### src/rtl/keypad_scan_ctrl.sv
// keypad_scan_ctrl: column-scan controller for the 3x3 whack-a-mole keypad.
// It drives one column low at a time and waits for the lines to settle.
// It then samples the active-low rows and debounces a candidate press.
// One accepted press produces a single-cycle key_valid pulse with key_code = col*3 + row.
// key_held stays high until a debounced release.
// Build option KEYPAD_MULTI_REJECT_EN: when defined, a sample with two or
// more rows low is treated as no key. When undefined, the lowest-index row wins.
module keypad_scan_ctrl #(
  parameter int SETTLE_CYCLES   = 2,
  parameter int DEBOUNCE_CYCLES = 4,
  parameter int CNT_W           = 4
) (
  input  logic       clk,
  input  logic       reset,
  input  logic       enable,
  input  logic [2:0] row,
  output logic [2:0] col,
  output logic       key_valid,
  output logic [3:0] key_code,
  output logic       key_held
);

  typedef enum logic [2:0] {
    ST_IDLE     = 3'd0,
    ST_SETTLE   = 3'd1,
    ST_SAMPLE   = 3'd2,
    ST_DEBOUNCE = 3'd3,
    ST_PRESSED  = 3'd4
  } state_t;

  localparam logic [CNT_W-1:0] SETTLE_LAST   = CNT_W'(SETTLE_CYCLES - 1);
  localparam logic [CNT_W-1:0] DEBOUNCE_LAST = CNT_W'(DEBOUNCE_CYCLES - 1);
  localparam logic [CNT_W-1:0] CNT_ZERO      = CNT_W'(1'b0);
  localparam logic [CNT_W-1:0] CNT_ONE       = CNT_W'(1'b1);

  state_t           state_r;
  logic [2:0]       col_r;
  logic             key_valid_r;
  logic [3:0]       key_code_r;
  logic             key_held_r;
  logic [1:0]       c_r;
  logic [1:0]       r_r;
  logic [CNT_W-1:0] cnt_r;

  logic [1:0]       next_c_s;
  logic             row_low_s;
  logic             sample_none_s;

  // Active-low drive pattern for a column index; unknown index parks all high.
  function automatic logic [2:0] col_drive(input logic [1:0] c);
    case (c)
      2'd0:    col_drive = 3'b110;
      2'd1:    col_drive = 3'b101;
      2'd2:    col_drive = 3'b011;
      default: col_drive = 3'b111;
    endcase
  endfunction

  // Column index after c, wrapping 2 -> 0.
  function automatic logic [1:0] next_col(input logic [1:0] c);
    if (c == 2'd2) next_col = 2'd0;
    else           next_col = c + 2'd1;
  endfunction

  // Lowest-index row that reads low.
  function automatic logic [1:0] first_low(input logic [2:0] rows);
    if (rows[0] == 1'b0)      first_low = 2'd0;
    else if (rows[1] == 1'b0) first_low = 2'd1;
    else                      first_low = 2'd2;
  endfunction

  // True when the tracked row reads low; an illegal index reads as released.
  function automatic logic row_is_low(input logic [2:0] rows, input logic [1:0] r);
    case (r)
      2'd0:    row_is_low = (rows[0] == 1'b0);
      2'd1:    row_is_low = (rows[1] == 1'b0);
      2'd2:    row_is_low = (rows[2] == 1'b0);
      default: row_is_low = 1'b0;
    endcase
  endfunction

  // Two or more rows low at once.
  function automatic logic multi_low(input logic [2:0] rows);
    multi_low = ((~rows[0]) & (~rows[1])) | ((~rows[0]) & (~rows[2])) |
                ((~rows[1]) & (~rows[2]));
  endfunction

  // Key code = column * 3 + row.
  function automatic logic [3:0] code_of(input logic [1:0] c, input logic [1:0] r);
    code_of = ({2'b00, c} * 4'd3) + {2'b00, r};
  endfunction

  assign next_c_s  = next_col(c_r);
  assign row_low_s = row_is_low(row, r_r);

  // Decide whether a SAMPLE cycle sees no usable key.
  always_comb begin
    sample_none_s = 1'b0;
    if (row == 3'b111) begin
      sample_none_s = 1'b1;
    end
`ifdef KEYPAD_MULTI_REJECT_EN
    else if (multi_low(row)) begin
      sample_none_s = 1'b1;
    end
`endif
    else begin
      sample_none_s = 1'b0;
    end
  end

  // Scan/debounce state machine with all outputs registered.
  always_ff @(posedge clk or negedge reset) begin
    if (!reset) begin
      state_r     <= ST_IDLE;
      col_r       <= 3'b111;
      key_valid_r <= 1'b0;
      key_code_r  <= 4'd0;
      key_held_r  <= 1'b0;
      c_r         <= 2'd0;
      r_r         <= 2'd0;
      cnt_r       <= CNT_ZERO;
    end else begin
      key_valid_r <= 1'b0;
      if (!enable) begin
        // Parking the scanner drops any tracked key silently; key_code is kept.
        state_r    <= ST_IDLE;
        col_r      <= 3'b111;
        key_held_r <= 1'b0;
        c_r        <= 2'd0;
        cnt_r      <= CNT_ZERO;
      end else begin
        case (state_r)
          ST_IDLE: begin
            state_r <= ST_SETTLE;
            c_r     <= 2'd0;
            col_r   <= col_drive(2'd0);
            cnt_r   <= CNT_ZERO;
          end
          ST_SETTLE: begin
            if (cnt_r == SETTLE_LAST) begin
              state_r <= ST_SAMPLE;
              cnt_r   <= CNT_ZERO;
            end else begin
              cnt_r <= cnt_r + CNT_ONE;
            end
          end
          ST_SAMPLE: begin
            if (sample_none_s) begin
              state_r <= ST_SETTLE;
              c_r     <= next_c_s;
              col_r   <= col_drive(next_c_s);
              cnt_r   <= CNT_ZERO;
            end else begin
              state_r <= ST_DEBOUNCE;
              r_r     <= first_low(row);
              cnt_r   <= CNT_ZERO;
            end
          end
          ST_DEBOUNCE: begin
            if (row_low_s) begin
              if (cnt_r == DEBOUNCE_LAST) begin
                state_r <= ST_PRESSED;
                cnt_r   <= CNT_ZERO;
              end else begin
                cnt_r <= cnt_r + CNT_ONE;
              end
            end else begin
              // Bounce: abandon the candidate and keep scanning.
              state_r <= ST_SETTLE;
              c_r     <= next_c_s;
              col_r   <= col_drive(next_c_s);
              cnt_r   <= CNT_ZERO;
            end
          end
          ST_PRESSED: begin
            // First PRESSED cycle announces the key; key_held marks it as done.
            if (!key_held_r) begin
              key_valid_r <= 1'b1;
              key_held_r  <= 1'b1;
              key_code_r  <= code_of(c_r, r_r);
            end
            if (!row_low_s) begin
              if (cnt_r == DEBOUNCE_LAST) begin
                key_held_r <= 1'b0;
                state_r    <= ST_SETTLE;
                c_r        <= next_c_s;
                col_r      <= col_drive(next_c_s);
                cnt_r      <= CNT_ZERO;
              end else begin
                cnt_r <= cnt_r + CNT_ONE;
              end
            end else begin
              cnt_r <= CNT_ZERO;
            end
          end
          default: begin
            state_r    <= ST_IDLE;
            col_r      <= 3'b111;
            key_held_r <= 1'b0;
            cnt_r      <= CNT_ZERO;
          end
        endcase
      end
    end
  end

  assign col       = col_r;
  assign key_valid = key_valid_r;
  assign key_code  = key_code_r;
  assign key_held  = key_held_r;

endmodule

### config.mk
export PLATFORM = sky130hd
export DESIGN_NAME = keypad_scan_ctrl
export DESIGN_NICKNAME = d
export VERILOG_FILES = /design/src/rtl/keypad_scan_ctrl.sv
export SDC_FILE = /design/constraint.sdc
export NUM_CORES = 1
export LEC_CHECK = 0
export CAP_MARGIN = 20
export CELL_PAD_IN_SITES_DETAIL_PLACEMENT = 1
export CELL_PAD_IN_SITES_GLOBAL_PLACEMENT = 1
export CORE_MARGIN = 5
export CORE_UTILIZATION = 38
export DETAILED_ROUTE_END_ITERATION = 12
export PLACE_DENSITY_LB_ADDON = 0.3
export RECOVER_POWER = 100
export SLEW_MARGIN = 20
export SYNTH_ARGS = -nofsm -noshare
export SYNTH_HDL_FRONTEND = slang
export SYNTH_SLANG_ARGS = --single-unit
### constraint.sdc
create_clock -name clk -period 1.71 [get_ports clk]
set_input_delay 0.4275 -clock clk [delete_from_list [all_inputs] [get_ports clk]]
set_output_delay 0.4275 -clock clk [all_outputs]
set_load 0.02 [all_outputs]
==> flow_metrics.env <==
export IMPL_netlist_area_sq_um=1220
export IMPL_ys_flop_type="dfrtp_1"
export IMPL_crit_family="adder cells"
export IMPL_syn_mean_instance_area_sq_um=9.81
export IMPL_ios=15
export IMPL_netlist_top_cells_count="dfrtp_1, nand2_1, nor2_1"
export IMPL_fillerInstances=330
export IMPL_startpoint="r_r[1]$_DFFE_PN0P_"
export IMPL_status="complete, but fails checks"
export IMPL_htreeDepth=1
export IMPL_yosys_top_cells_area="dfrtp_1, dfstp_2, ha_1, nand2_1, nor2_1"
export IMPL_fin_tns_setup_ps=-360
export IMPL_vdd_ir_drop_max_mv=0.289
export IMPL_io_buffers=14
export IMPL_swShare_pct=30.2
export IMPL_holdBufCountCts=0
export IMPL_synth_seq_cells=20
export IMPL_critPathBufInv=1
export IMPL_clkTransAtPathRegs_ps=120
export IMPL_worst_pin_slew_ps=1110
export IMPL_seq_area_frac_synth_pct=41.5
export IMPL_cts_buffers=3
export IMPL_finalClockSkew_ps=7.01
export IMPL_timing_final_ws_setup_ps=-116
export IMPL_grt_ovfl_total=0
export IMPL_pwr_share_clk_pct=31.6
export IMPL_rows=20
export IMPL_ant_nets=0
export IMPL_max_stage_delay_ps=560
export IMPL_synth_largest_area_cell="dfrtp_1"
export IMPL_hold_violations=0
export IMPL_pwr_share_comb_pct=28.2
export IMPL_drtIter0Drc=22
export IMPL_drtPass1Iterations=4
export IMPL_area_growth_pct=52.0
export IMPL_die_h_um=66.6
export IMPL_switching_power_w=0.000395
export IMPL_r2r_start="r_r[1]$_DFFE_PN0P_"
export IMPL_rsz0062_at_grt="true"
export IMPL_async_flop_share_pct=100
export IMPL_fmax_mhz=548
export IMPL_power_density_nw_per_um2=707
export IMPL_synth_edff_count=0
export IMPL_setup_viol_count_final=5
export IMPL_drive_gt1_share_pct=44.2
export IMPL_clk_latency_ps=330
export IMPL_relSlewSlack_pct=26.0
export IMPL_diodes=0
export IMPL_whs_ps=523
export IMPL_vias=1159
export IMPL_die_w_um=66.6
export IMPL_grt_max_degree=21
export IMPL_die_area_sq_um=4430
export IMPL_start_util_pct=39.8
export IMPL_fin_crit_sh_pct=107
export IMPL_crit_type="register to register"
export IMPL_critical_path_arrival_ps=2050
export IMPL_wl_per_cell_um=19.2
export IMPL_routed_wl_um=4150
export IMPL_grt_pass1_vias=1308
export IMPL_drt_vias_per_instance=5.37
export IMPL_grt_pass1_wl_um=6500
export IMPL_yosysMostFrequentCell="dfrtp_1"
export IMPL_holdCritPathClass="register to register"
export IMPL_synth_fp_nets=138
export IMPL_power_frac_seq_pct=40.2
export IMPL_p_int_w=0.000912
export IMPL_violations="setup timing"
export IMPL_crit_path_max_fanout=2
export IMPL_cts_buffer_depth=2
export IMPL_drv_cap=0
export IMPL_netlist_area_leader_share_pct=35.0
export IMPL_antenna_found_initial=0
export IMPL_start_kind="register"
export IMPL_path_common_cell="fa_1"
export IMPL_clock_root_buffer="clkbuf_4"
export IMPL_hp_start="key_code[2]$_DFFE_PN0P_"
export IMPL_syn_inst=124
export IMPL_maxSlewViolCount=0
export IMPL_path_cells="fa_1 > ha_1 > inv_1 > fa_1 > o21ai_1"
export IMPL_cts_tree="yes"
export IMPL_crit_path_end_kind="register"
export IMPL_grtUsageTotal_pct=19.7
export IMPL_clkSinkCount=20
export IMPL_core_sq_um=3050
export IMPL_fin_util_pct=60.5
export IMPL_period_minus_slack_ps=1830
export IMPL_crit_slowest_cell="fa_1"
export IMPL_hpwl_um=2710
export IMPL_worstPathRequired_ps=1940
export IMPL_fin_nets=187
export IMPL_place_gp_congestion=0.894
export IMPL_synth_warnings=0
export IMPL_p_leak_nw=0.830
export IMPL_ys_types=49
export IMPL_drc=0
==> path summary, 6_finish.rpt <==
| kind | depth (start not counted) | to | slack, ps |
|---|---|---|---|
| max in group asynchronous | 2 | state_r[2]$_DFFE_PN0P_ | 170 |
| setup reg to reg | 5 | key_code[2]$_DFFE_PN0P_ | -120 |
| hold / removal | 2 | key_code[2]$_DFFE_PN0P_ | 520 |
| min in group asynchronous | 2 | c_r[1]$_DFFE_PN0P_ | 810 |
| hold reg to reg | 2 | key_code[2]$_DFFE_PN0P_ | 520 |
| setup / recovery | 5 | key_code[2]$_DFFE_PN0P_ | -120 |
==> through the flow <==
stage	setup slack (ps)	power (W)	instances	instance area (sq um)
global placement	-432	0.000784	207	1610
finish	-116	0.00131	216	1850
CTS	-128	0.00122	213	1730
floorplan	-39.9	0.000662	124	1220
global route	-198	0.00137	216	1850
detailed placement	-531	0.000798	207	1610
==> layout by cell type, fill, tap and decap left out, drive strengths merged, types with 2 or more instances in the layout <==
cell and n:
a2bb2oi 2, clkbuf 5, dfrtp 17, buf 34, or3b 2, o21a 2, o21ai 7, ha 6
nand2 12, nor3b 2, nor2b 2, mux2i 2, o31ai 2, a21oi 5, dfstp 3, fa 2
dlygate4sd2 12, nor2 12, and2 2, inv 10, nand3 3, mux2 3, and3 2, a22o 2
==> kinds of logic (layout without fill, tap and decap cells) <==
logic type      Yosys count  in the layout  share of synthesized area (%)
compound gates           31             31                           18.3
fa+ha+maj                 8              8                           9.46
mux                       5              5                           4.42
simple gates             43             43                           19.8
xor+xnor                  2              2                           1.44
flops                    20             20                           41.5
buf+inv                  15             63                           5.14
==> power groups by stage <==
stage	sequential (W)	combinational (W)	clock [W]
after detailed placement	0.000530	0.000269	0
after global placement	0.000528	0.000256	0
after CTS	0.000523	0.000295	0.000406
after floorplan	0.000535	0.000127	0
final	0.000525	0.000369	0.000413
after global routing	0.000529	0.000399	0.000441
==> per-layer routing <==
layer / up-vias / global-route usage, % / wire length [um]
li1: 534 / - / -
met1: 575 / 19.9 / 1530
met2: 33 / 40.6 / 2320
met3: 17 / 3.04 / 113
met4: 0 / 5.08 / 192
met5: - / 0 / 0
==> worst reg2reg max path: stages (launching register included) <==
cell     delay (ps)
dfrtp_1         440
fa_1            560
ha_1            140
inv_1            50
fa_1            480
o21ai_1          70
==> timing repair <==
action / in CTS / in global routing
buffers inserted: 2 / 6
pin swaps: 12 / 15
endpoints found under the setup margin: 20 / 17
gates resized for setup: 27 / 22
==> flip-flops by register name, summed over array words and instances (netlist names) <==
name	flops
c_r	2
cnt_r	4
col	3
key_code	4
key_held	1
key_valid	1
r_r	2
state_r	3
==> area by class of cell <==
| type | count | area, sq um | area share, % |
|---|---|---|---|
| Clock buffer | 3 | 22.5 | 1.22 |
| Clock inverter | 1 | 30.0 | 1.62 |
| Inverter | 10 | 37.5 | 2.03 |
| Multi-Input combinational cell | 89 | 816 | 44.1 |
| Sequential cell | 20 | 505 | 27.4 |
| Tap cell | 44 | 55.1 | 2.98 |
| Timing Repair Buffer | 49 | 382 | 20.6 |
No activity file was read; power rests on OpenSTA's default activity.
==> variant (same settings) <==
Build with the macro `KEYPAD_MULTI_REJECT_EN` defined.
--- a/src/rtl/keypad_scan_ctrl.sv
+++ b/src/rtl/keypad_scan_ctrl.sv
@@ -6,4 +6,6 @@
 // Build option KEYPAD_MULTI_REJECT_EN: when defined, a sample with two or
 // more rows low is treated as no key. When undefined, the lowest-index row wins.
+`define KEYPAD_MULTI_REJECT_EN
+
 module keypad_scan_ctrl #(
   parameter int SETTLE_CYCLES   = 2,
Function: changed (a bounded check fails within 10 cycles, from zero or initial values and one cycle with reset low).
==> variant against the original RTL <==
- the flow still finishes with violations (negative setup slack)
- hold slack lost 7.4 ps
- sequential cell count is the same
- wire length shrank 14%
- synthesized cell count shrank 6.5%
- setup slack lost 15 ps
- sequential power grew 3%
- area after synthesis grew 0.31%
- clock power shrank 27%
- total power shrank 5.8%
- cell area shrank 6.9%
- clock skew shrank 3.3 ps
- first-iteration DRC count grew 140%
- critical endpoint unchanged
- largest power group unchanged
==> variant: results (changes against the original RTL) <==
outcome:
  status: "finished with violations"  # unchanged
  violations: "negative setup slack"  # unchanged
synth:
  ys_types: 41  # was 49
  synth-seq-area-share: 0.413  # was 0.415
  synth_nets: 130  # was 138
  netlist_top_cells_count: "dfrtp_1 (17), nor2_1 (12), nand2_1 (9)"  # was dfrtp_1 (17), nand2_1 (11), nor2_1 (11)
  synth.area.top_cells: "dfrtp_1 (35%), dfstp_2 (6.5%), ha_1 (6.2%)"  # unchanged
  syn_avg_cell_area_um2: 10.5  # was 9.81 um^2
timing:
  fin_ws_ps: -131  # was -116 ps
  fin_skew_ps: 3.69  # was 7.01 ps
  tns_ps: -344  # was -360 ps
  slew-limit-headroom: 0.648  # was 0.260
  setup_violations: 7  # was 5
final_layout:
  fin_cells: 206  # was 216
  drive_gt1_frac: 0.395  # was 0.442
  nets: 177  # was 187
  antenna_cells: 0  # unchanged
  n_fill_cell: 362  # was 330
global_routing:
  grt_pass1_wl_mm: 5.53  # was 6.50 mm
  grt_pass1_vias: 1178  # was 1,308
  grt.total_usage: 0.169  # was 0.197
detailed_routing:
  finalWirelength_mm: 3.55  # was 4.15 mm
  vias: 1077  # was 1,159
  first_iter_violations: 52  # was 22
place:
  placed_cells: 195  # was 207
  dp_hpwl_mm: 2.52  # was 2.71 mm
  place_congestion: 0.762  # was 0.894
  placed_area_mm2: 0.00158  # was 0.00161 mm^2
setup_path:
  critPathArrivalTime_ps: 2070  # was 2050 ps
power_and_ir_drop:
  irDropWorstVdd_uv: 269  # was 289 uV
  leakagePower_nw: 0.789  # was 0.830 nW
-- variant: final timing paths --
check / from / endpoint / slack (ps) / depth (start not counted)
max in group asynchronous: reset / state_r[0] / 740 / 2
min: key_code[3] / key_code[3] / 520 / 2
min in group asynchronous: reset / key_valid / 590 / 2
max: c_r[1] / key_code[2] / -130 / 5
max reg2reg: c_r[1] / key_code[2] / -130 / 5
min reg2reg: key_code[3] / key_code[3] / 520 / 2
-- variant: area by class of cell --
type,count,area [um^2],share of cell area
Multi-Input combinational cell,85,734,0.427
Sequential cell,20,507,0.295
Timing Repair Buffer,45,358,0.208
Tap cell,44,55.1,0.0320
Clock buffer,4,36.3,0.0211
Inverter,8,30.0,0.0175
-- variant: power breakdown --
part | internal, mW | switching (mW) | total, mW
clock network | 0.131 | 0.173 | 0.303
registers | 0.509 | 0.0302 | 0.539
logic | 0.188 | 0.201 | 0.389
-- variant: worst min-delay path, cell delays in order (launching register included) --
cell     delay, ps
dfrtp_1        370
nand2_1         50
o21ai_1         70
-- variant: timing repair --
item                       4_1_cts  5_1_grt
setup endpoints to repair       20       14
pin swaps                        5        5
setup buffers                    2        6
gates resized for setup         19       10
-- variant: cell families after synthesis --
| logic type | after synthesis | share of synthesized area |
|---|---|---|
| buffers and inverters | 11 | 0.0349 |
| XOR/XNOR | 2 | 0.0144 |
| multiplexers | 8 | 0.0831 |
| AO/OA/AOI/OAI | 23 | 0.165 |
| AND/OR/NAND/NOR | 44 | 0.195 |
| flip-flops | 20 | 0.413 |
| adder cells (fa/ha/maj) | 8 | 0.0944 |
-- variant: metal layers --
metal	wire length [um]	GRT usage
met5	0	0
met4	56	0.0609
met3	131	0.0270
met2	1990	0.328
met1	1380	0.179
-- variant: through the flow --
step / utilization / worst slack, ps / hold slack, ps
floorplan: - / -43.3 / 132
global placement: 0.514 / -454 / 470
detailed placement: 0.514 / -491 / 499
CTS: 0.536 / -128 / 434
global route: 0.559 / -180 / 563
finish: 0.559 / -131 / 516
